[src/rtl/nios_system_nios2_mul_seq.sv]
// nios_system_nios2_mul_seq: 32x32 multiply sequencer over a registered 16x16 cell.
// Optional NIOS2_MUL_SEQ_FAST_MUL_EN: MUL skips the high-half pair and the sign correction.
module nios_system_nios2_mul_seq #(
  parameter int CELL_LAT = 1
) (
  input  logic        clk,
  input  logic        reset,
  input  logic        in_valid,
  output logic        in_ready,
  input  logic [1:0]  in_op,
  input  logic [31:0] in_src1,
  input  logic [31:0] in_src2,
  output logic [15:0] cell_a,
  output logic [15:0] cell_b,
  input  logic [31:0] cell_p,
  output logic        out_valid,
  input  logic        out_ready,
  output logic [31:0] out_result
);
  typedef enum logic [2:0] {IDLE, ISSUE, DRAIN, CORR, DONE} state_t;
  state_t state, state_nx;
  logic [1:0] k, nk, op, last;
  logic [31:0] a, b, corr_a, corr_b;
  logic [63:0] acc;
  logic [CELL_LAT-1:0] tv;
  logic [1:0] tk [CELL_LAT];
  logic [5:0] shift;
  logic fast, ret, ret_last, accept;
`ifdef NIOS2_MUL_SEQ_FAST_MUL_EN
  assign fast = op == 2'b00;
`else
  assign fast = 1'b0;
`endif
  assign last = fast ? 2'd2 : 2'd3;
  assign nk = k + 2'd1;
  assign ret = tv[CELL_LAT-1];
  assign ret_last = ret && tk[CELL_LAT-1] == last;
  assign shift = tk[CELL_LAT-1] == 2'd0 ? 6'd0 : tk[CELL_LAT-1] == 2'd3 ? 6'd32 : 6'd16;
  assign accept = state == IDLE && in_valid;
  // Unsigned partial products are corrected into a signed high word
  assign corr_a = op[1] && a[31] ? b : 32'd0;
  assign corr_b = op == 2'b11 && b[31] ? a : 32'd0;
  assign in_ready = state == IDLE && !reset;
  assign out_valid = state == DONE;
  assign out_result = out_valid ? (op == 2'b00 ? acc[31:0] : acc[63:32]) : 32'd0;
  always_comb begin
    state_nx = state;
    unique case (state)
      IDLE:    state_nx = in_valid ? ISSUE : IDLE;
      ISSUE:   state_nx = k == last ? DRAIN : ISSUE;
      DRAIN:   state_nx = ret_last ? (fast ? DONE : CORR) : DRAIN;
      CORR:    state_nx = DONE;
      DONE:    state_nx = out_ready ? IDLE : DONE;
      default: state_nx = IDLE;
    endcase
  end
  always_ff @(posedge clk or posedge reset) begin
    if (reset) begin
      state <= IDLE;
      k <= '0;
      a <= '0;
      b <= '0;
      op <= '0;
      acc <= '0;
      cell_a <= '0;
      cell_b <= '0;
      tv <= '0;
      for (int i = 0; i < CELL_LAT; i++) tk[i] <= '0;
    end else begin
      state <= state_nx;
      tv[0] <= state == ISSUE;
      tk[0] <= k;
      for (int i = 1; i < CELL_LAT; i++) begin
        tv[i] <= tv[i-1];
        tk[i] <= tk[i-1];
      end
      if (ret) acc <= acc + ({32'd0, cell_p} << shift);
      if (accept) begin
        a <= in_src1;
        b <= in_src2;
        op <= in_op;
        k <= '0;
        acc <= '0;
        cell_a <= in_src1[15:0];
        cell_b <= in_src2[15:0];
      end
      if (state == ISSUE && k != last) begin
        k <= nk;
        cell_a <= nk[0] ? a[31:16] : a[15:0];
        cell_b <= nk[1] ? b[31:16] : b[15:0];
      end
      if (state == CORR) acc[63:32] <= acc[63:32] - corr_a - corr_b;
    end
  end
endmodule

[config.mk]
export PLATFORM = sky130hd
export DESIGN_NAME = nios_system_nios2_mul_seq
export DESIGN_NICKNAME = d
export VERILOG_FILES = /design/src/rtl/nios_system_nios2_mul_seq.sv
export SDC_FILE = /design/constraint.sdc
export NUM_CORES = 1
export LEC_CHECK = 0
export ABC_CLOCK_PERIOD_IN_PS = 12200
export CAP_MARGIN = 10
export CORE_MARGIN = 8
export CORE_UTILIZATION = 40
export DETAILED_ROUTE_END_ITERATION = 10
export GPL_TIMING_DRIVEN = 0
export PLACE_DENSITY = 0.65
export SETUP_SLACK_MARGIN = 0.5
export SKIP_LAST_GASP = 1
export SLEW_MARGIN = 25
export SYNTH_ARGS = -nofsm -noshare
export SYNTH_HDL_FRONTEND = slang
export SYNTH_SLANG_ARGS = --single-unit
[constraint.sdc]
create_clock -name clk -period 12.2 [get_ports clk]
set_input_delay 3.66 -clock clk [delete_from_list [all_inputs] [get_ports clk]]
set_output_delay 3.66 -clock clk [all_outputs]
set_load 0.1 [all_outputs]
### After elaboration in Yosys (flattened, before gate mapping)

Cells that the tools add are included.

| cells by class | value |
|---|---|
| mux-type cells | 22 |
| shift operators | 1 |
| equal/unequal tests | 8 |
| divide/modulo/power cells | 0 |
| reduce and logical (&&, ||, !) cells | 13 |
| $add $sub $neg | 4 |
| order comparisons | 0 |
| $mul | 0 |
| bitwise gates (word level) | 0 |

Operators by type and width:

| cell | count |
|---|---|
| 32-bit two-way mux | 5 |
| 64-bit two-way mux | 2 |
| 16-bit two-way mux | 6 |
| 64-bit adder | 1 |
| 32-bit by 6-bit << shifter with 64-bit output | 1 |
| 32-bit subtractor | 2 |
| 3-bit one-hot mux with 5 select lines | 1 |
| 6-bit two-way mux | 2 |
| 2-bit equality test, second input constant | 3 |
| 3-bit by 2-bit equality test with 1-bit output, second input constant | 2 |
| 1-bit logical AND | 6 |
| 2-bit two-way mux | 3 |
| 2-bit zero test | 2 |
| 2-bit nonzero test | 2 |
| 3-bit by 1-bit equality test with 1-bit output, second input constant | 1 |
| 3-bit equality test, second input constant | 1 |
| 3-bit zero test | 1 |
| 3-bit two-way mux | 1 |
| 3-bit nonzero test | 1 |
| 2-bit by 1-bit adder with 2-bit output, second input constant | 1 |
| 1-bit two-way mux | 2 |
| 2-bit inequality test, second input constant | 1 |
| 1-bit zero test | 1 |

| storage, ports and cells | value |
|---|---|
| register bits | 170 |
| RAM bits | 0 |
| bits in read-only memories | 0 |
| bits in latches | 0 |
| memories | 0 |
| bits of input ports | 102 |
| logic and storage cells | 59 |
| output and inout port bits | 66 |

### Depth between registers and ports, before layout

Gate-level depths: netlist of run 1.

| depth | value |
|---|---|
| depth in word-level cells | 8 |
| depth in mapped cells | 18 |
| mapped depth without buffers | 17 |

### Least setup slack after synthesis of run 1

OpenSTA, ideal clock, no wires.

| timing path | value |
|---|---|
| kind | in2out |
| start point | input reset |
| end point | output in_ready |
| stages | 1 |
| path buffers | 0 |
| arrival time | 6.478 ns |
| path slack | 2.062 ns |
| cell sequence | nor4_1 |

| between the ends | value |
|---|---|
| cells in the longest elaborated chain, start to end | 2 |

Ends and longest elaborated chain:

| what | line | source |
|---|---|---|
| start: declaration | 7 | `input logic reset,` |
| 1-bit zero test (no source line) | - |  |
| 1-bit logical AND | 43 | `assign in_ready = state == IDLE && !reset;` |
| end: declaration | 9 | `output logic in_ready,` |

No other way between the ends.

### Worst setup path after layout of run 1

Ends and elaborated chain as after synthesis.

==> results of run 1 <==
-- worst max-delay path by stage --
| stage | startpoint | to | slack, ns | depth (start not counted) |
|---|---|---|---|---|
| after global placement | reset | a[27]$_DFFE_PP0P_ | 1.29 | 2 |
| after detailed placement | reset | in_ready | 2.87 | 3 |
| after floorplan | reset | in_ready | 2.06 | 1 |
| final | reset | in_ready | 2.92 | 3 |
| after global routing | reset | in_ready | 2.85 | 3 |
| after CTS | reset | in_ready | 2.87 | 3 |
-- placed cells by master (no fill, tap or decap), drive strengths merged, types with 49 or more instances in the layout --
cell / count
a21oi: 153
and2: 49
clkbuf: 90
clkdlybuf4s50: 167
dfrtp: 170
ha: 99
inv: 110
mux2i: 89
nand2: 389
nor2: 127
o21ai: 78
xnor2: 56
-- registers in the layout (all words and copies together) (netlist names) --
register  cells
cell_a       16
ret           1
cell_b       16
k             2
b            32
a            32
state         3
acc          64
tk            2
op            2
-- synthesized netlist by cell type (5+ instances only) --
cell type	instances
dfrtp_1	170
o21bai_1	14
mux2i_1	89
o21ai_1	5
ha_1	99
o21ai_0	72
o31ai_1	7
o211ai_1	41
buf_1	7
xor2_1	32
fa_1	32
and3_1	37
clkbuf_1	65
and2_1	49
a22oi_1	10
nand2_1	389
nor2b_1	8
o21a_1	8
o22ai_1	12
nand3_1	29
buf_6	9
nor3_1	16
inv_1	109
buf_2	5
nand2b_1	12
nand4_1	22
a21oi_1	151
a22o_1	16
a21o_1	40
a221oi_1	6
xnor2_1	56
nor2_1	127
a31oi_1	7
buf_4	5
a211oi_1	8
-- cell type report --
class	count	area, um^2	share of cell area (%)
tap	468	586	3.32
timing repair buffer	168	1700	9.63
inverter	110	420	2.38
multi-input combinational	1465	9590	54.4
buffer	94	460	2.61
clock buffer	22	464	2.63
clock inverter	10	165	0.936
sequential	170	4250	24.1
-- through the flow --
| step | utilization [%] | setup WS (ns) | cell area (um^2) | hold WS (ns) | cells |
|---|---|---|---|---|---|
| 5_1_grt | 48.4 | 2.85 | 17600 | 0.468 | 2507 |
| 4_1_cts | 48.4 | 2.87 | 17600 | 0.448 | 2507 |
| 2_1_floorplan | - | 2.06 | 14700 | 0.378 | 1839 |
| 6_report | 48.4 | 2.92 | 17600 | 0.447 | 2507 |
| 3_3_place_gp | 46.6 | 1.29 | 17000 | 0.423 | 2474 |
| 3_5_place_dp | 46.7 | 2.87 | 17000 | 0.426 | 2475 |
-- worst register-to-register path: cells and delay by family, from the launching register on --
| family | cells | cell delay (ns) |
|---|---|---|
| AOI/OAI and AO/OA | 8 | 2.07 |
| adders and majority gates | 2 | 0.49 |
| DFF | 1 | 0.33 |
| xor gates and xnor gates | 1 | 0.11 |
| muxes | 1 | 0.36 |
| buffers and inverters | 3 | 1.43 |
| and+or+nand+nor | 2 | 0.73 |
-- routing by layer --
metal	wire, um	vias up	global-route usage, %
met1	24200	6669	31.9
met4	2910	0	12.5
li1	-	6761	-
met2	25400	452	41.5
met3	2570	111	3.96
met5	0	-	0
-- kinds of logic after synthesis --
group | share of synthesized area (%)
and+or+nand+nor | 21.6
AOI/OAI and AO/OA | 19.4
buffers and inverters | 5.93
DFF | 28.9
adders and majority gates | 12.8
muxes | 6.13
xor gates and xnor gates | 5.24
==> flow_summary.ini, run 1 <==
[outcome]
status = complete, no violations

[synthesis]
ys_seq_elements = 170
synth.yosys.warnings = 0
netlist_area_um2 = 14700
synthTopCellsByArea = dfrtp_1 29%, nand2_1 9.9%, ha_1 8.4%
seq_area_frac_synth_pct = 28.9
ys.flop_type = dfrtp_1
synth-edff-count = 0
yosys.area.top_type = dfrtp_1
synth_area_per_cell_um2 = 8.00
async_flop_share_pct = 100
synth_cells = 1839
post-synth-top-area-fraction_pct = 28.9
ys_types = 80
synth_nets = 2072

[clock_network]
cts.htree.levels = 4
cts.sinks = 170
cts_tree = built
holdBufCountCts = 0
path_clk_slew_ns = 0.07
clockBufferDepth = 2
cts_root_buf = clkbuf_16
cts_resized = 0
clk_latency_ns = 0.46
cts_setup_buffers = 0
numCtsBuffers = 17

[drt]
drtAntennaViolNets = 0
vias_per_cell = 5.58
drt-initial-drc-count = 914
vias = 13993
firstDrtPassIters = 10
wl_per_cell_um = 22.0
wirelength_um = 55100
post-route-drc-count = 0

[setup_path]
path_delay_family = buffers and inverters
cp_slowest_cell = clkdlybuf4s50_1
crit_type = in2out
slowest_delay_ns = 1.19
worstPathMaxFanout = 2
reg2reg_from = tk[0]$_DFF_PP0_
reg2reg_slack_ns = 6.59
crit_arrival_ns = 5.62
worstSetupStartpointType = primary input
cp_cell_sequence = clkdlybuf4s50_1 > nor4_1 > clkdlybuf4s50_1
critPathBufInv = 2
crit_top_cell = clkdlybuf4s50_1
cp.required_ns = 8.54
timing.rr.end = acc[63]$_DFFE_PP0P_
worst-r2r-cell-count = 17
crit_path_end_kind = output pin

[timing]
rsz0062_at_grt = no
worst_pin_slew_ns = 1.01
slew_violations = 0
fin_skew_ns = 0.0154
final-setup-viol-count = 0
finalCriticalPeriod_ns = 9.28
slew_headroom_pct = 32.6
max_freq_mhz = 108
setup_tns_ns = 0
final_hold_viol_count = 0
period_share_pct = 76.1

[finish]
nFillCells = 3653
drive_above_1_share_pct = 3.83
num_antenna_cells = 0
syn_to_final_growth_pct = 19.9
nNetsFinal = 2259

[place]
io_buffers = 167
dp_hpwl_um = 45400
finalWeightedCongestion = 0.972

[min_path]
hold_start = k[1]$_DFFE_PP0P_
hold_class = reg2reg
worstHoldPathCells = 0
whs_endpoint = tk[1]$_DFF_PP0_

[die]
rows = 70
core_area_um2 = 36400
dieArea_um2 = 43200
die_w_um = 208
floorplan.initialDensity_pct = 40.4
io_pins = 168
die_y_um = 208

[global_routing]
antenna_found_initial = 0
grt_overflow = 0
grt_use_total_pct = 25.2
grt_pass1_vias = 14445
grt_max_degree = 99
grt_pass1_wl_um = 85000

[job]
max-cap-violations = 0
Power of run 1 is left out: the tool's default activity adds up to more than one toggle a clock period on the data nets, which glitch-free logic cannot reach.
==> inputs of run 2 (changes only) <==
--- a/config.mk
+++ b/config.mk
@@ -5,7 +5,7 @@
 export SDC_FILE = /design/constraint.sdc
 export NUM_CORES = 1
 export LEC_CHECK = 0
-export ABC_CLOCK_PERIOD_IN_PS = 12200
+export ABC_CLOCK_PERIOD_IN_PS = 9400
 export CAP_MARGIN = 10
 export CORE_MARGIN = 8
 export CORE_UTILIZATION = 40
==> constraint.sdc (replaced) <==
create_clock -name clk -period 9.4 [get_ports clk]
set_input_delay 2.82 -clock clk [delete_from_list [all_inputs] [get_ports clk]]
set_output_delay 2.82 -clock clk [all_outputs]
set_load 0.1 [all_outputs]
==> results of run 2 <==
Same layout as run 1 (identical final DEF). Status: complete, no violations.
Among the figures that moved: setup slack after placement 2.87 ns -> 1.75 ns; setup slack after layout 2.92 ns -> 1.80 ns; register-to-register setup slack 6.59 ns -> 3.79 ns
Power of run 2 is left out for the same reason.
